$ cat config.mk
export PLATFORM = sky130hd
export DESIGN_NAME = product_accumulator_flat
export DESIGN_NICKNAME = d
export VERILOG_FILES = /design/src/rtl/product_accumulator_if.sv /design/src/rtl/product_accumulator.sv /design/src/flat_wrapper.sv
export SDC_FILE = /design/constraint.sdc
export NUM_CORES = 1
export LEC_CHECK = 0
export CAP_MARGIN = 10
export CORE_UTILIZATION = 30
export CTS_BUF_LIST = sky130_fd_sc_hd__clkbuf_16
export DETAILED_ROUTE_END_ITERATION = 10
export PLACE_DENSITY = 0.67
export SYNTH_ARGS = -nofsm -noshare
export SYNTH_HDL_FRONTEND = slang
export SYNTH_SLANG_ARGS = --single-unit
$ cat constraint.sdc
create_clock -name clk -period 1.6 [get_ports clk]
set_input_delay 0.24 -clock clk [delete_from_list [all_inputs] [get_ports clk]]
set_output_delay 0.24 -clock clk [all_outputs]
set_load 0.005 [all_outputs]
$ cat src/rtl/product_accumulator_if.sv
// Handshake bundle between the multiplier, the product accumulator and its consumer.
// The master modport is the side that feeds products in and takes results out.
interface product_accumulator_if #(
  parameter int PROD_W = 8,
  parameter int ACC_W  = 12,
  parameter int CNT_W  = 4
);
  logic              in_valid;
  logic              in_ready;
  logic [PROD_W-1:0] in_prod;
  logic              in_last;
  logic              abort;
  logic              out_valid;
  logic              out_ready;
  logic [ACC_W-1:0]  out_sum;
  logic [CNT_W-1:0]  out_count;
  logic              out_ovf;

  modport master (
    output in_valid, in_prod, in_last, abort, out_ready,
    input  in_ready, out_valid, out_sum, out_count, out_ovf
  );

  modport slave (
    input  in_valid, in_prod, in_last, abort, out_ready,
    output in_ready, out_valid, out_sum, out_count, out_ovf
  );
endinterface

$ cat src/rtl/product_accumulator.sv
// Sums a burst of unsigned products into one wrapped total with beat count and a
// sticky carry flag, then holds the result on a valid/ready handshake until taken.
module product_accumulator #(
  parameter int PROD_W    = 8,
  parameter int ACC_W     = 12,
  parameter int MAX_BEATS = 15,
  parameter int CNT_W     = 4
) (
  input  logic                  clk,
  input  logic                  rst,
  product_accumulator_if.slave  bus
);

  typedef enum logic [1:0] {
    IDLE  = 2'd0,
    ACCUM = 2'd1,
    DONE  = 2'd2
  } state_t;

  state_t            state, state_d;
  logic [ACC_W-1:0]  acc, acc_d;
  logic [CNT_W-1:0]  count, count_d;
  logic              ovf, ovf_d;

  logic [PROD_W-1:0] prod;
  logic [ACC_W:0]    sum_ext;
  logic [CNT_W-1:0]  count_inc;
  logic              accept;
  logic              take;

  // Handshake qualifiers are decoded from registered state, so no input reaches an output.
  assign bus.in_ready  = (state != DONE);
  assign bus.out_valid = (state == DONE);
  assign bus.out_sum   = acc;
  assign bus.out_count = count;
  assign bus.out_ovf   = ovf;

  assign prod      = bus.in_prod;
  assign accept    = bus.in_valid & bus.in_ready;
  assign take      = bus.out_valid & bus.out_ready;
  assign sum_ext   = {1'b0, acc} + (ACC_W+1)'(prod);
  assign count_inc = count + CNT_W'(1);

  always_comb begin
    // NOTE: every variable gets a default first so no path leaves it unassigned (no latch).
    state_d = state;
    acc_d   = acc;
    count_d = count;
    ovf_d   = ovf;

    unique case (state)
      IDLE: begin
        if (accept) begin
          acc_d   = ACC_W'(prod);
          count_d = CNT_W'(1);
          ovf_d   = 1'b0;
          if (bus.in_last || (MAX_BEATS == 1)) state_d = DONE;
          else                                 state_d = ACCUM;
        end
      end
      ACCUM: begin
        if (accept) begin
          acc_d   = sum_ext[ACC_W-1:0];
          count_d = count_inc;
          ovf_d   = ovf | sum_ext[ACC_W];
          if (bus.in_last || (count_inc == CNT_W'(MAX_BEATS))) state_d = DONE;
        end
      end
      DONE: begin
        if (take) begin
          state_d = IDLE;
          acc_d   = '0;
          count_d = '0;
          ovf_d   = 1'b0;
        end
      end
      default: begin
        state_d = IDLE;
        acc_d   = '0;
        count_d = '0;
        ovf_d   = 1'b0;
      end
    endcase

    // Abort outranks any beat or take in the same cycle.
    if (bus.abort) begin
      state_d = IDLE;
      acc_d   = '0;
      count_d = '0;
      ovf_d   = 1'b0;
    end
  end

  always_ff @(posedge clk) begin
    // NOTE: state registers use non-blocking assignment so all of them update together.
    if (rst) begin
      state <= IDLE;
      acc   <= '0;
      count <= '0;
      ovf   <= 1'b0;
    end else begin
      state <= state_d;
      acc   <= acc_d;
      count <= count_d;
      ovf   <= ovf_d;
    end
  end

endmodule
$ cat src/flat_wrapper.sv
// flat-port wrapper written by rule: the top's interface ports become plain ports
module product_accumulator_flat 
#(
  parameter int PROD_W    = 8,
  parameter int ACC_W     = 12,
  parameter int MAX_BEATS = 15,
  parameter int CNT_W     = 4
)
  (clk, rst, bus_in_valid, bus_in_prod, bus_in_last, bus_abort, bus_out_ready, bus_in_ready, bus_out_valid, bus_out_sum, bus_out_count, bus_out_ovf);
  product_accumulator_if #(.PROD_W(PROD_W), .ACC_W(ACC_W), .CNT_W(CNT_W)) bus_i ();
  input  logic clk;
  input  logic rst;
  input wire logic [$bits(bus_i.in_valid)-1:0] bus_in_valid;
  input wire logic [$bits(bus_i.in_prod)-1:0] bus_in_prod;
  input wire logic [$bits(bus_i.in_last)-1:0] bus_in_last;
  input wire logic [$bits(bus_i.abort)-1:0] bus_abort;
  input wire logic [$bits(bus_i.out_ready)-1:0] bus_out_ready;
  output wire logic [$bits(bus_i.in_ready)-1:0] bus_in_ready;
  output wire logic [$bits(bus_i.out_valid)-1:0] bus_out_valid;
  output wire logic [$bits(bus_i.out_sum)-1:0] bus_out_sum;
  output wire logic [$bits(bus_i.out_count)-1:0] bus_out_count;
  output wire logic [$bits(bus_i.out_ovf)-1:0] bus_out_ovf;
  assign bus_i.in_valid = bus_in_valid;
  assign bus_i.in_prod = bus_in_prod;
  assign bus_i.in_last = bus_in_last;
  assign bus_i.abort = bus_abort;
  assign bus_i.out_ready = bus_out_ready;
  assign bus_in_ready = bus_i.in_ready;
  assign bus_out_valid = bus_i.out_valid;
  assign bus_out_sum = bus_i.out_sum;
  assign bus_out_count = bus_i.out_count;
  assign bus_out_ovf = bus_i.out_ovf;
  product_accumulator #(.PROD_W(PROD_W), .ACC_W(ACC_W), .MAX_BEATS(MAX_BEATS), .CNT_W(CNT_W)) u_core (.clk(clk), .rst(rst), .bus(bus_i));
endmodule
==> results of run 1 <==
==> cell usage in the layout (no fill, tap or decap), types with 4 or more instances in the layout <==
cell type        instances
a21oi_1                 12
buf_4                   40
clkdlybuf4s50_1         23
dfxtp_1                 13
dfxtp_2                  5
dlygate4sd2_1            8
ha_4                     7
inv_1                    6
mux2i_1                  4
nand2_1                 10
nand3_1                  5
nor2_1                  16
nor3_1                   4
o21a_1                   4
o21ai_0                  4
==> worst max-delay path, delay by kind of cell, from the launching register on <==
family	cells	cell delay (ns)
AO/OA/AOI/OAI	2	0.49
adder cells (fa/ha/maj)	1	0.22
flip-flops	1	0.37
AND/OR/NAND/NOR	3	0.53
==> cell type report <==
type                            instances  area, µm²
Sequential cell                        19        390
Multi-Input combinational cell        133       1100
Timing Repair Buffer                   75        651
Clock inverter                          1       3.75
Fill cell                             393       2050
Tap cell                               52       65.1
Clock buffer                            3       75.1
Inverter                                5       18.8
==> flip-flops by register name, summed over array words and instances, names as in the netlist <==
name / flops
u_core.bus.out_count: 4
u_core.state: 2
u_core.bus.out_sum: 12
u_core.bus.out_ovf: 1
==> path summary, 6_finish.rpt <==
kind	cells after the start	slack (ns)	from	endpoint
max	6	-0.14	u_core.bus.out_sum[2]	u_core.bus.out_sum[9]
min	2	0.48	u_core.bus.out_ovf	u_core.bus.out_ovf
max reg2reg	6	-0.14	u_core.bus.out_sum[2]	u_core.bus.out_sum[9]
min reg2reg	2	0.48	u_core.bus.out_ovf	u_core.bus.out_ovf
==> synth_stat cells, types with 2 or more instances <==
master    instances  share of area
dfxtp_1          19           0.28
o21ai_0           7          0.026
xor2_1            3          0.019
clkbuf_1          3         0.0082
nor2_1           18          0.049
nand3_1           5          0.018
a211oi_1          2          0.011
nor3_1            4          0.015
or3_1             3          0.014
a41oi_1           2          0.013
nand2b_1          3          0.014
ha_1             10          0.091
a22oi_1           2          0.011
o21a_1            4          0.022
mux2i_1           4          0.029
and4b_1           2          0.015
a32oi_1           2          0.013
a211o_1           3          0.019
buf_6             2          0.016
nand2_1          11          0.030
o21ai_2           2          0.013
nor2b_1           2         0.0091
xnor2_1           2          0.013
inv_1             5          0.014
a21oi_1          15          0.055
nor4b_1           2          0.013
==> per-stage QoR <==
stage,setup TNS (ns),utilization
after detailed placement,-6.40,0.484
after global placement,-6.13,0.484
after global routing,-1.44,0.528
final,-0.608,0.528
after floorplan,-0.372,-
after CTS,-0.839,0.518
==> metal layers <==
metal | up-vias | part of all wire | wire length [µm]
li1 | 759 | - | -
met1 | 696 | 0.47 | 1820
met2 | 42 | 0.46 | 1810
met3 | 4 | 0.060 | 235
met4 | 0 | 0.0087 | 34
met5 | - | 0 | 0
==> power by group <==
group	internal [W]	switching, W	leakage, nW	total, W
registers	0.000483	0.0000122	0.157	0.000496
logic	0.000176	0.000150	0.743	0.000326
clock network	0.000333	0.000188	0.0423	0.000521
==> kinds of logic (layout without fill, tap and decap cells) <==
family          Yosys count  after routing  share of synthesized area
flops                    19             19                      0.278
fa+ha+maj                11             11                      0.106
simple gates             61             61                      0.242
xor+xnor                  5              5                     0.0320
mux                       4              4                     0.0293
compound gates           52             52                      0.268
buf+inv                  11             84                     0.0439
==> timing repair <==
item	CTS	global route
hold buffers	0	0
resized for setup	23	12
endpoints found under the setup margin	12	12
cloned	0	0
setup buffers	1	0
pin swaps	18	11
==> results.json, run 1 <==
{
  "vias": 1501,
  "critical_path_class": "flip-flop to flip-flop",
  "drv_slew": 0,
  "worst_slack_ns": -0.138,
  "min_path_type": "flip-flop to flip-flop",
  "slew_headroom": 0.768,
  "fin_area_mm2": 0.00230,
  "peakVddDrop_mv": 0.413,
  "overflow": 0,
  "start_util": 0.314,
  "cts_tree": "built",
  "critical-path-slowest-cell": "dfxtp_1",
  "clock-sinks": 19,
  "p_total_w": 0.00134,
  "arrival_ns": 1.87,
  "drive_gt1_frac": 0.347,
  "violations": "negative setup slack",
  "wl_per_cell_um": 13.5,
  "cts_buffers": 3,
  "clock_skew_ns": 0.00290,
  "ys_seq_elements": 19,
  "power_density_mw_per_mm2": 584,
  "crit_fanout": 4,
  "clockBufferDepth": 2,
  "pre_cts_slack_ns": -0.609,
  "leakage_nw": 0.943,
  "drt_iter0_markers": 62,
  "diodes": 0,
  "hold_viol_final": 0,
  "ant_nets": 0,
  "status": "finished with violations",
  "htree_levels": 1,
  "grtUsageMet2": 0.285,
  "drt_first_pass_iters": 4,
  "maxCapViolCount": 0,
  "whs_ns": 0.481,
  "grt_pass1_wl_um": 6580,
  "worstSetupEndpointType": "flip-flop",
  "rows": 24,
  "mappedNetlistNets": 188,
  "gp_congestion": 0.841,
  "final_nets": 262,
  "ys_async_sr_fraction": 0,
  "port_buffers": 32,
  "dp_cells": 283,
  "drc": 0,
  "die_h_um": 69.5,
  "die_area_mm2": 0.00483,
  "fp.coreArea_mm2": 0.00435,
  "avgSynthCellArea_um2": 8.39,
  "clock.fmax_mhz": 576,
  "grt.busiest_layer": "met2",
  "required_ns": 1.73,
  "antenna_found_initial": 0,
  "tightest_slew_ns": 0.348,
  "rsz0062_at_grt": "yes",
  "met1_usage": 0.219,
  "use_met3": 0.0378,
  "cp_cell_sequence": "ha_4 -> o21ai_1 -> nor2_4 -> o311ai_4 -> nor4_1 -> or3_1",
  "area.growth.synth_to_final_pct": 68.2,
  "die_x_um": 69.5,
  "critPathMaxStageDelay_ns": 0.37,
  "via_per_inst": 5.21,
  "grt_pass1_vias": 1450,
  "synth-main-ff-cell": "dfxtp_1",
  "grt_use_total": 0.172,
  "grt_max_degree": 13,
  "yosysUniqueCellTypes": 52,
  "post-route-period-util": 1.09,
  "ys_seq_area_frac": 0.278,
  "setup_viol": 7,
  "drt_wl_total_um": 3900,
  "cts-root-buf": "clkbuf_16",
  "finalNonFillerCells": 288,
  "period_minus_slack_ns": 1.74,
  "synth_cells": 163,
  "clkSlewWorstSetupHoldPaths_ns": 0.06,
  "synth_area_mm2": 0.00137,
  "synth_warnings": 0,
  "dp_hpwl_um": 2970,
  "placed_cell_area_mm2": 0.00211,
  "clock_latency_ns": 0.25,
  "synth_edf_count": 0,
  "num_io_pins": 33,
  "start_kind": "flip-flop"
}
(Power assumes the default switching activity.)
==> run 2, diff against run 1 <==
--- a/config.mk
+++ b/config.mk
@@ -5,10 +5,10 @@
 export SDC_FILE = /design/constraint.sdc
 export NUM_CORES = 1
 export LEC_CHECK = 0
-export CAP_MARGIN = 10
 export CORE_UTILIZATION = 30
 export CTS_BUF_LIST = sky130_fd_sc_hd__clkbuf_16
 export DETAILED_ROUTE_END_ITERATION = 10
+export GPL_ROUTABILITY_DRIVEN = 0
 export PLACE_DENSITY = 0.67
 export SYNTH_ARGS = -nofsm -noshare
 export SYNTH_HDL_FRONTEND = slang
==> results of run 2 <==
No change in the layout: final DEF, timing and power equal those of run 1.
==> run 3, diff against run 2 <==
--- a/config.mk
+++ b/config.mk
@@ -9,7 +9,7 @@
 export CTS_BUF_LIST = sky130_fd_sc_hd__clkbuf_16
 export DETAILED_ROUTE_END_ITERATION = 10
 export GPL_ROUTABILITY_DRIVEN = 0
-export PLACE_DENSITY = 0.67
+export PLACE_DENSITY = 0.64
 export SYNTH_ARGS = -nofsm -noshare
 export SYNTH_HDL_FRONTEND = slang
 export SYNTH_SLANG_ARGS = --single-unit
==> run 3 against run 2 <==
Compared with the run above:
- the run still ends with negative setup slack left
- wire length is 1.1% lower
- sequential power about the same
- total power hardly changed
- worst setup slack gained 0.010 ns
- utilization is 0.89 points lower
- critical path type unchanged
==> results.json, run 3 (same netlist as run 1, synthesis figures left out) <==
{
  "p_total_w": 0.00134,
  "arrival_ns": 1.93,
  "critPathMaxStageDelay_ns": 0.37,
  "dp_hpwl_um": 2900,
  "drt_first_pass_iters": 4,
  "drive_gt1_frac": 0.350,
  "clkSlewWorstSetupHoldPaths_ns": 0.06,
  "cts_tree": "built",
  "slew_headroom": 0.773,
  "ctsHoldBuffers": 0,
  "grt_use_total": 0.163,
  "peakVddDrop_mv": 0.481,
  "hold_viol_final": 0,
  "placed_cell_area_mm2": 0.00209,
  "final_common_cell": "buf_4",
  "wl_per_cell_um": 13.5,
  "die_x_um": 69.5,
  "rows": 24,
  "cp_cell_sequence": "ha_4 -> fa_2 -> a21oi_4 -> nor2_2 -> o22a_2 -> a211o_1 -> nand2_1",
  "period_minus_slack_ns": 1.73,
  "clock_skew_ns": 0.00145,
  "grt_max_degree": 15,
  "die_h_um": 69.5,
  "worst_slack_ns": -0.127,
  "diodes": 0,
  "antenna_found_initial": 0,
  "clock-sinks": 19,
  "worstSetupEndpointType": "flip-flop",
  "path_delay_family": "compound AO/OA/AOI/OAI gates",
  "die_area_mm2": 0.00483,
  "fp.coreArea_mm2": 0.00435,
  "crit_fanout": 5,
  "leakage_nw": 0.918,
  "clock_latency_ns": 0.25,
  "tns_ns": -0.621,
  "ant_nets": 0,
  "port_buffers": 32,
  "final_nets": 260,
  "n_fill_cell": 417,
  "crit_buf_inv": 0,
  "critical-path-slowest-cell": "fa_2",
  "r2r_slack_ns": -0.13,
  "drv_slew": 0,
  "maxCapViolCount": 0,
  "status": "finished with violations",
  "cts_buffers": 3,
  "largest_reg_flops": 12,
  "tightest_slew_ns": 0.340,
  "required_ns": 1.80,
  "drc": 0,
  "vias": 1470,
  "rsz0062_at_grt": "yes",
  "clock.fmax_mhz": 579,
  "drt_iter0_markers": 43,
  "setup_viol": 9,
  "layout_common_cells": "39 x buf_4, 22 x clkdlybuf4s50_1, 16 x nor2_1",
  "clockBufferDepth": 2,
  "grt_pass1_vias": 1342,
  "drt_wl_total_um": 3860,
  "min_path_type": "input port to flip-flop",
  "post-route-period-util": 1.08,
  "start_util": 0.314,
  "overflow": 0,
  "area.growth.synth_to_final_pct": 65.3,
  "via_per_inst": 5.14,
  "fin_area_mm2": 0.00226,
  "power_density_mw_per_mm2": 593,
  "violations": "negative setup slack",
  "htree_levels": 1,
  "critical_path_class": "flip-flop to flip-flop",
  "num_io_pins": 33,
  "grt_pass1_wl_um": 6350,
  "start_kind": "flip-flop",
  "cts-root-buf": "clkbuf_16"
}
-- run 3: cell types whose count changed in the layout (fill, tap and decap cells not counted), sizes merged --
cell / previous run / this run
buf: 43 / 41
clkdlybuf4s50: 23 / 22
dlygate4sd2: 8 / 9
-- run 3: final timing paths --
path / to / depth (start not counted) / from
worst max-delay path: u_core.bus.out_sum[8] / 7 / u_core.bus.out_sum[0]
worst min-delay path: u_core.bus.out_sum[4] / 3 / bus_in_prod[4]
worst max register to register: u_core.bus.out_sum[8] / 7 / u_core.bus.out_sum[0]
worst min register to register: u_core.bus.out_ovf / 2 / u_core.bus.out_ovf
-- run 3: area by class of cell --
class	instances	area (µm²)	area share
clock inverter	1	3.75	0.00166
multi-input combinational	133	1080	0.478
sequential	19	392	0.173
timing repair buffer	73	627	0.277
tap	52	65.1	0.0288
inverter	5	18.8	0.00830
clock buffer	3	75.1	0.0332
-- run 3: power by group --
| part | internal, W | switching [W] | leakage [nW] |
|---|---|---|---|
| Clock | 0.000333 | 0.000192 | 0.0423 |
| Sequential | 0.000483 | 0.0000114 | 0.157 |
| Combinational | 0.000172 | 0.000149 | 0.718 |
-- run 3: per-layer routing --
layer  wire (µm)  global-route usage
met2        1750               0.261
met3         129              0.0320
met1        1950               0.228
met4          30              0.0340
met5           0                   0
-- run 3: what timing repair did --
item / 4_1_cts / 5_1_grt
setup endpoints to repair: 12 / 11
resized for setup: 21 / 11
endpoints found under the hold margin: 0 / 0
pin swaps: 15 / 8
setup buffers: 1 / 1
-- run 3: worst min-delay path, delay by kind of cell --
kind            cells  cell delay [ns]
buf+inv             1             0.23
compound gates      2             0.20
-- run 3: through the flow --
stage	hold slack [ns]	setup slack, ns	instances	util
finish	0.459	-0.127	286	0.519
global placement	0.476	-0.574	280	0.479
CTS	0.456	-0.152	285	0.509
detailed placement	0.462	-0.594	280	0.479
global route	0.495	-0.203	286	0.519
floorplan	0.415	-0.0920	163	-
